### src/rtl/demux_buf_if.sv
// Handshake bundle for demux_buf: one steered input stream, two buffered
// output streams (A and B) and their pop counters.
interface demux_buf_if #(
    parameter int WIDTH = 64,
    parameter int CNT_W = 16
);
    logic             in_valid;
    logic             in_ready;
    logic [WIDTH-1:0] in_data;
    logic             in_sel;

    logic             a_valid;
    logic             a_ready;
    logic [WIDTH-1:0] a_data;

    logic             b_valid;
    logic             b_ready;
    logic [WIDTH-1:0] b_data;

    logic [CNT_W-1:0] a_cnt;
    logic [CNT_W-1:0] b_cnt;

    // Block side: accepts the input stream, presents A/B streams and counters.
    modport slave (
        input  in_valid, in_data, in_sel, a_ready, b_ready,
        output in_ready, a_valid, a_data, b_valid, b_data, a_cnt, b_cnt
    );

    // Environment side: upstream producer plus both downstream consumers.
    modport master (
        output in_valid, in_data, in_sel, a_ready, b_ready,
        input  in_ready, a_valid, a_data, b_valid, b_data, a_cnt, b_cnt
    );
endinterface

### src/rtl/demux_buf.sv
// 1-to-2 steering buffer: each input word goes to FIFO A (in_sel=0) or
// FIFO B (in_sel=1). Each FIFO drains independently so one stalled consumer
// only blocks words headed for it. Index 0 is A, index 1 is B throughout.
module demux_buf #(
    parameter int WIDTH = 64,
    parameter int DEPTH = 4,
    parameter int CNT_W = 16
) (
    input  logic        clk,
    input  logic        reset_n,
    demux_buf_if.slave  bus
);
    localparam int PTR_W = $clog2(DEPTH);
    localparam int OCC_W = PTR_W + 1;

    logic [WIDTH-1:0] r_mem  [2][DEPTH];
    logic [PTR_W-1:0] r_wptr [2];
    logic [PTR_W-1:0] r_rptr [2];
    logic [OCC_W-1:0] r_occ  [2];
    logic [CNT_W-1:0] r_cnt  [2];

    logic             w_full       [2];
    logic             w_valid      [2];
    logic             w_sink_ready [2];
    logic             w_push       [2];
    logic             w_pop        [2];
    logic [WIDTH-1:0] w_head       [2];
    logic             w_in_ready;

    // Full/valid flags, steering decision and head-word selection.
    // A full FIFO refuses a push even when it pops in the same cycle.
    always_comb begin
        w_sink_ready[0] = bus.a_ready;
        w_sink_ready[1] = bus.b_ready;
        for (int k = 0; k < 2; k++) begin
            w_full[k]  = (r_occ[k] == OCC_W'(DEPTH));
            w_valid[k] = (r_occ[k] != '0);
            w_head[k]  = w_valid[k] ? r_mem[k][r_rptr[k]] : '0;
        end
        w_in_ready = bus.in_sel ? !w_full[1] : !w_full[0];
        for (int k = 0; k < 2; k++) begin
            w_push[k] = bus.in_valid && w_in_ready && (bus.in_sel == 1'(k));
            w_pop[k]  = w_valid[k] && w_sink_ready[k];
        end
    end

    // Pointers, occupancy and pop counters; storage is left out of reset.
    always_ff @(posedge clk or negedge reset_n) begin
        if (!reset_n) begin
            for (int k = 0; k < 2; k++) begin
                r_wptr[k] <= '0;
                r_rptr[k] <= '0;
                r_occ[k]  <= '0;
                r_cnt[k]  <= '0;
            end
        end else begin
            for (int k = 0; k < 2; k++) begin
                if (w_push[k]) begin
                    r_wptr[k] <= r_wptr[k] + PTR_W'(1);
                end
                if (w_pop[k]) begin
                    r_rptr[k] <= r_rptr[k] + PTR_W'(1);
                    r_cnt[k]  <= r_cnt[k] + CNT_W'(1);
                end
                case ({w_push[k], w_pop[k]})
                    2'b10:   r_occ[k] <= r_occ[k] + OCC_W'(1);
                    2'b01:   r_occ[k] <= r_occ[k] - OCC_W'(1);
                    default: r_occ[k] <= r_occ[k];
                endcase
            end
        end
    end

    // Word storage: written at the selected FIFO's write pointer on push.
    always_ff @(posedge clk) begin
        for (int k = 0; k < 2; k++) begin
            if (w_push[k]) begin
                r_mem[k][r_wptr[k]] <= bus.in_data;
            end
        end
    end

    assign bus.in_ready = w_in_ready;
    assign bus.a_valid  = w_valid[0];
    assign bus.a_data   = w_head[0];
    assign bus.a_cnt    = r_cnt[0];
    assign bus.b_valid  = w_valid[1];
    assign bus.b_data   = w_head[1];
    assign bus.b_cnt    = r_cnt[1];

endmodule
### src/flat_wrapper.sv
// flat-port wrapper written by rule: the top's interface ports become plain ports
module demux_buf_flat 
#(
    parameter int WIDTH = 64,
    parameter int DEPTH = 4,
    parameter int CNT_W = 16
)
  (clk, reset_n, bus_in_valid, bus_in_data, bus_in_sel, bus_a_ready, bus_b_ready, bus_in_ready, bus_a_valid, bus_a_data, bus_b_valid, bus_b_data, bus_a_cnt, bus_b_cnt);
  demux_buf_if #(.WIDTH(WIDTH), .CNT_W(CNT_W)) bus_i ();
  input  logic clk;
  input  logic reset_n;
  input wire logic [$bits(bus_i.in_valid)-1:0] bus_in_valid;
  input wire logic [$bits(bus_i.in_data)-1:0] bus_in_data;
  input wire logic [$bits(bus_i.in_sel)-1:0] bus_in_sel;
  input wire logic [$bits(bus_i.a_ready)-1:0] bus_a_ready;
  input wire logic [$bits(bus_i.b_ready)-1:0] bus_b_ready;
  output wire logic [$bits(bus_i.in_ready)-1:0] bus_in_ready;
  output wire logic [$bits(bus_i.a_valid)-1:0] bus_a_valid;
  output wire logic [$bits(bus_i.a_data)-1:0] bus_a_data;
  output wire logic [$bits(bus_i.b_valid)-1:0] bus_b_valid;
  output wire logic [$bits(bus_i.b_data)-1:0] bus_b_data;
  output wire logic [$bits(bus_i.a_cnt)-1:0] bus_a_cnt;
  output wire logic [$bits(bus_i.b_cnt)-1:0] bus_b_cnt;
  assign bus_i.in_valid = bus_in_valid;
  assign bus_i.in_data = bus_in_data;
  assign bus_i.in_sel = bus_in_sel;
  assign bus_i.a_ready = bus_a_ready;
  assign bus_i.b_ready = bus_b_ready;
  assign bus_in_ready = bus_i.in_ready;
  assign bus_a_valid = bus_i.a_valid;
  assign bus_a_data = bus_i.a_data;
  assign bus_b_valid = bus_i.b_valid;
  assign bus_b_data = bus_i.b_data;
  assign bus_a_cnt = bus_i.a_cnt;
  assign bus_b_cnt = bus_i.b_cnt;
  demux_buf #(.WIDTH(WIDTH), .DEPTH(DEPTH), .CNT_W(CNT_W)) u_core (.clk(clk), .reset_n(reset_n), .bus(bus_i));
endmodule
### config.mk
export PLATFORM = sky130hd
export DESIGN_NAME = demux_buf_flat
export DESIGN_NICKNAME = d
export VERILOG_FILES = /design/src/rtl/demux_buf_if.sv /design/src/rtl/demux_buf.sv /design/src/flat_wrapper.sv
export SDC_FILE = /design/constraint.sdc
export NUM_CORES = 1
export LEC_CHECK = 0
export ABC_AREA = 0
export CAP_MARGIN = 40
export CORE_MARGIN = 10
export CORE_UTILIZATION = 56
export DETAILED_ROUTE_END_ITERATION = 8
export PLACE_DENSITY = 0.9
export REMOVE_ABC_BUFFERS = 1
export SLEW_MARGIN = 10
export SYNTH_ARGS = -nofsm -noshare
export SYNTH_HDL_FRONTEND = slang
export SYNTH_SLANG_ARGS = --single-unit
### constraint.sdc
create_clock -name clk -period 4 [get_ports clk]
set_input_delay 0.6 -clock clk [delete_from_list [all_inputs] [get_ports clk]]
set_output_delay 0.6 -clock clk [all_outputs]
set_load 0.02 [all_outputs]
==> flow_metrics.env <==
export IMPL_final_common_cell="edfxtp_1"
export IMPL_path_buf_inv=3
export IMPL_critPathTopFamily="buffers and inverters"
export IMPL_p_switching_uw=6450
export IMPL_clockRootBuffer="clkbuf_16"
export IMPL_yosys_warnings=0
export IMPL_min_period_ns=3.56
export IMPL_pwr_share_comb=0.377
export IMPL_rsz0062_at_grt="no"
export IMPL_post_cts_resized=0
export IMPL_row_count=71
export IMPL_maxCapViolCount=0
export IMPL_synth_top_cell_by_area="edfxtp_1"
export IMPL_hold_path_class="reg2reg"
export IMPL_crit_chain="nor3_1 -> inv_2 -> buf_4 -> and2_1 -> clkdlybuf4s50_1"
export IMPL_dp_hpwl_um=28800
export IMPL_grt_max_degree=46
export IMPL_status="finished clean"
export IMPL_worstPathArrival_ns=2.96
export IMPL_drtAntennaViolNets=0
export IMPL_setup_ws_ns=0.439
export IMPL_drt_iter0_drc=756
export IMPL_hold_viol_final=0
export IMPL_register_area_um2=16500
export IMPL_drt_total_wl_um=48400
export IMPL_cts_buffers=53
export IMPL_clockBufferDepth=3
export IMPL_fin_crit_sh=0.890
export IMPL_drc=0
export IMPL_worst_pin_slew_ns=0.803
export IMPL_die_w_um=216
export IMPL_finalSetupViolations=0
export IMPL_ir_worst_vdd_v=0.000477
export IMPL_vias_per_cell=5.79
export IMPL_io_pins=233
export IMPL_cp_slowest_cell="clkdlybuf4s50_1"
export IMPL_max_stage_delay_ns=0.56
export IMPL_die_y_um=216
export IMPL_multi_input_area_um2=4720
export IMPL_postCtsHoldBufs=1
export IMPL_ys_ff_latch=558
export IMPL_cts_tree="yes"
export IMPL_place_congestion=0.710
export IMPL_synthCells=1012
export IMPL_fin_skew_ns=0.0199
export IMPL_clk_pin_slew_ns=0.07
export IMPL_areaGrowthSynthToFinish_pct=22.4
export IMPL_core_um2=37800
export IMPL_start_util=0.569
export IMPL_critPathMaxFanout=45
export IMPL_first_global_vias=11670
export IMPL_layout_drive_gt1_share=0.186
export IMPL_max_freq_mhz=281
export IMPL_intPower_uw=13600
export IMPL_grt_overflow=0
export IMPL_grt_pass1_wl_um=73800
export IMPL_antenna_found_initial=7
export IMPL_p_clk_frac=0.243
export IMPL_final_max_slew_viol_count=0
export IMPL_synth_top_cell_area_share=0.715
export IMPL_yosysSeqAreaShare=0.769
export IMPL_netlist_area_um2=21500
export IMPL_nets=1363
export IMPL_portBuffers=232
export IMPL_critPathKind="reg2out"
export IMPL_crit_path_end_kind="output pin"
export IMPL_power_leakage_uw=0.00871
export IMPL_startpoint_type="flip-flop"
export IMPL_clk_latency_ns=0.59
export IMPL_final_cell_mix="edfxtp_1 (512), clkdlybuf4s50_1 (231), mux4_2 (128), and2_1 (128), clkbuf_16 (53)"
export IMPL_dr_total_vias=10631
export IMPL_post_place_ws_ns=0.927
export IMPL_die_area_um2=46600
export IMPL_required_ns=3.40
export IMPL_wl_per_cell_um=26.3
export IMPL_grt_total_usage=0.208
export IMPL_yosysUniqueCellTypes=32
export IMPL_firstDrtPassIters=5
export IMPL_swShare=0.321
export IMPL_syn_avg_cell_area_um2=21.2
export IMPL_postCtsSetupBuffers=0
export IMPL_max_slew_margin=0.465
export IMPL_htree_levels=2
export IMPL_clock_sinks=558
export IMPL_power_density_nw_per_um2=764
export IMPL_synth_area_leaders="edfxtp_1 (72%), mux4_2 (13%), dfrtp_1 (5.4%)"
export IMPL_finalSetupTns_ns=0
export IMPL_fill_cells=2256
export IMPL_seqPwrFrac=0.380
-- registers in the layout (all words and copies together), names as in the netlist --
register	cells
u_core.r_occ	6
u_core.r_mem	512
u_core.bus.b_cnt	16
u_core.r_wptr	4
u_core.r_rptr	4
u_core.bus.a_cnt	16
-- layer usage --
metal / global-route usage / vias to the layer above / wire length, µm
li1: - / 4555 / -
met1: 0.259 / 5595 / 18800
met2: 0.358 / 381 / 25300
met3: 0.0456 / 92 / 3050
met4: 0.0657 / 8 / 1180
met5: 0 / - / 43
-- cell families after synthesis --
family                   count (synthesis)  synth area share
AO/OA/AOI/OAI                            5           0.00215
multiplexers                           132             0.136
XOR/XNOR                                42            0.0171
buffers and inverters                   61            0.0126
adder cells (fa/ha/maj)                 14           0.00885
flip-flops                             558             0.769
AND/OR/NAND/NOR                        200            0.0544
-- area by class of cell --
type,instances,area share
multi-input cells,393,0.179
well taps,511,0.0243
flip-flops and latches,558,0.629
clock inverters,34,0.0121
inverters,18,0.00257
repair buffers,255,0.101
diodes,4,0.000380
clock buffers,64,0.0520
-- per-stage QoR --
step | instance area, µm² | total power (µW) | hold slack [ns] | utilization | instances
4_1_cts | 26300 | 20400 | 0.473 | 0.697 | 1833
3_3_place_gp | 24600 | 15200 | 0.463 | 0.651 | 1732
3_5_place_dp | 24600 | 15400 | 0.470 | 0.652 | 1734
6_report | 26300 | 20100 | 0.485 | 0.697 | 1837
5_1_grt | 26300 | 21000 | 0.507 | 0.697 | 1836
2_1_floorplan | 21300 | 12000 | 0.304 | - | 969
-- worst register-to-register path: stages, from the launching register on --
cell and delay, ns:
dfrtp_1 0.41, nor3_1 0.11, inv_2 0.58, nand2_1 0.30, inv_1 0.13, ha_1 0.18, inv_1 0.06, fa_1 0.37
xor2_1 0.15, nor2_1 0.11, xor2_1 0.16
-- cells in the mapped netlist --
library cell	count
and4_1	2
buf_1	6
and2_1	136
nand3_1	11
inv_1	18
mux2_2	2
nand2_1	16
o311ai_1	1
or3_1	1
buf_2	9
o21ai_0	1
and3b_1	1
clkbuf_1	20
or4_4	1
mux4_2	128
nand4_1	9
nor2_1	17
xor2_1	10
o31ai_4	1
edfxtp_1	512
xnor2_1	32
fa_1	2
and3_1	2
nor3_2	1
dfrtp_1	46
ha_1	12
nor3_1	2
mux2i_1	2
buf_4	8
a21oi_1	1
a31oi_1	1
or2_2	1
-- power by group through the flow --
stage | sequential, µW | combinational (µW) | clock [µW]
detailed placement | 7750 | 7650 | 0
finish | 7650 | 7580 | 4870
CTS | 7650 | 7750 | 4960
global placement | 7690 | 7500 | 0
floorplan | 7990 | 3980 | 0
global route | 7720 | 8050 | 5180
-- worst paths after layout --
check	from	end	slack [ns]	cells past startpoint
max	u_core.r_occ[3]$_DFFE_PN0P_	bus_a_data[6]	0.44	5
min	u_core.bus.b_cnt[15]$_DFFE_PN0P_	u_core.bus.b_cnt[15]$_DFFE_PN0P_	0.48	1
max reg2reg	u_core.r_occ[5]$_DFFE_PN0P_	u_core.r_occ[5]$_DFFE_PN0P_	1.36	10
min reg2reg	u_core.bus.b_cnt[15]$_DFFE_PN0P_	u_core.bus.b_cnt[15]$_DFFE_PN0P_	0.48	1
max in group asynchronous	reset_n	u_core.r_rptr[2]$_DFFE_PN0P_	2.99	3
min in group asynchronous	reset_n	u_core.bus.b_cnt[5]$_DFFE_PN0P_	0.49	2
(Power assumes the default switching activity.)
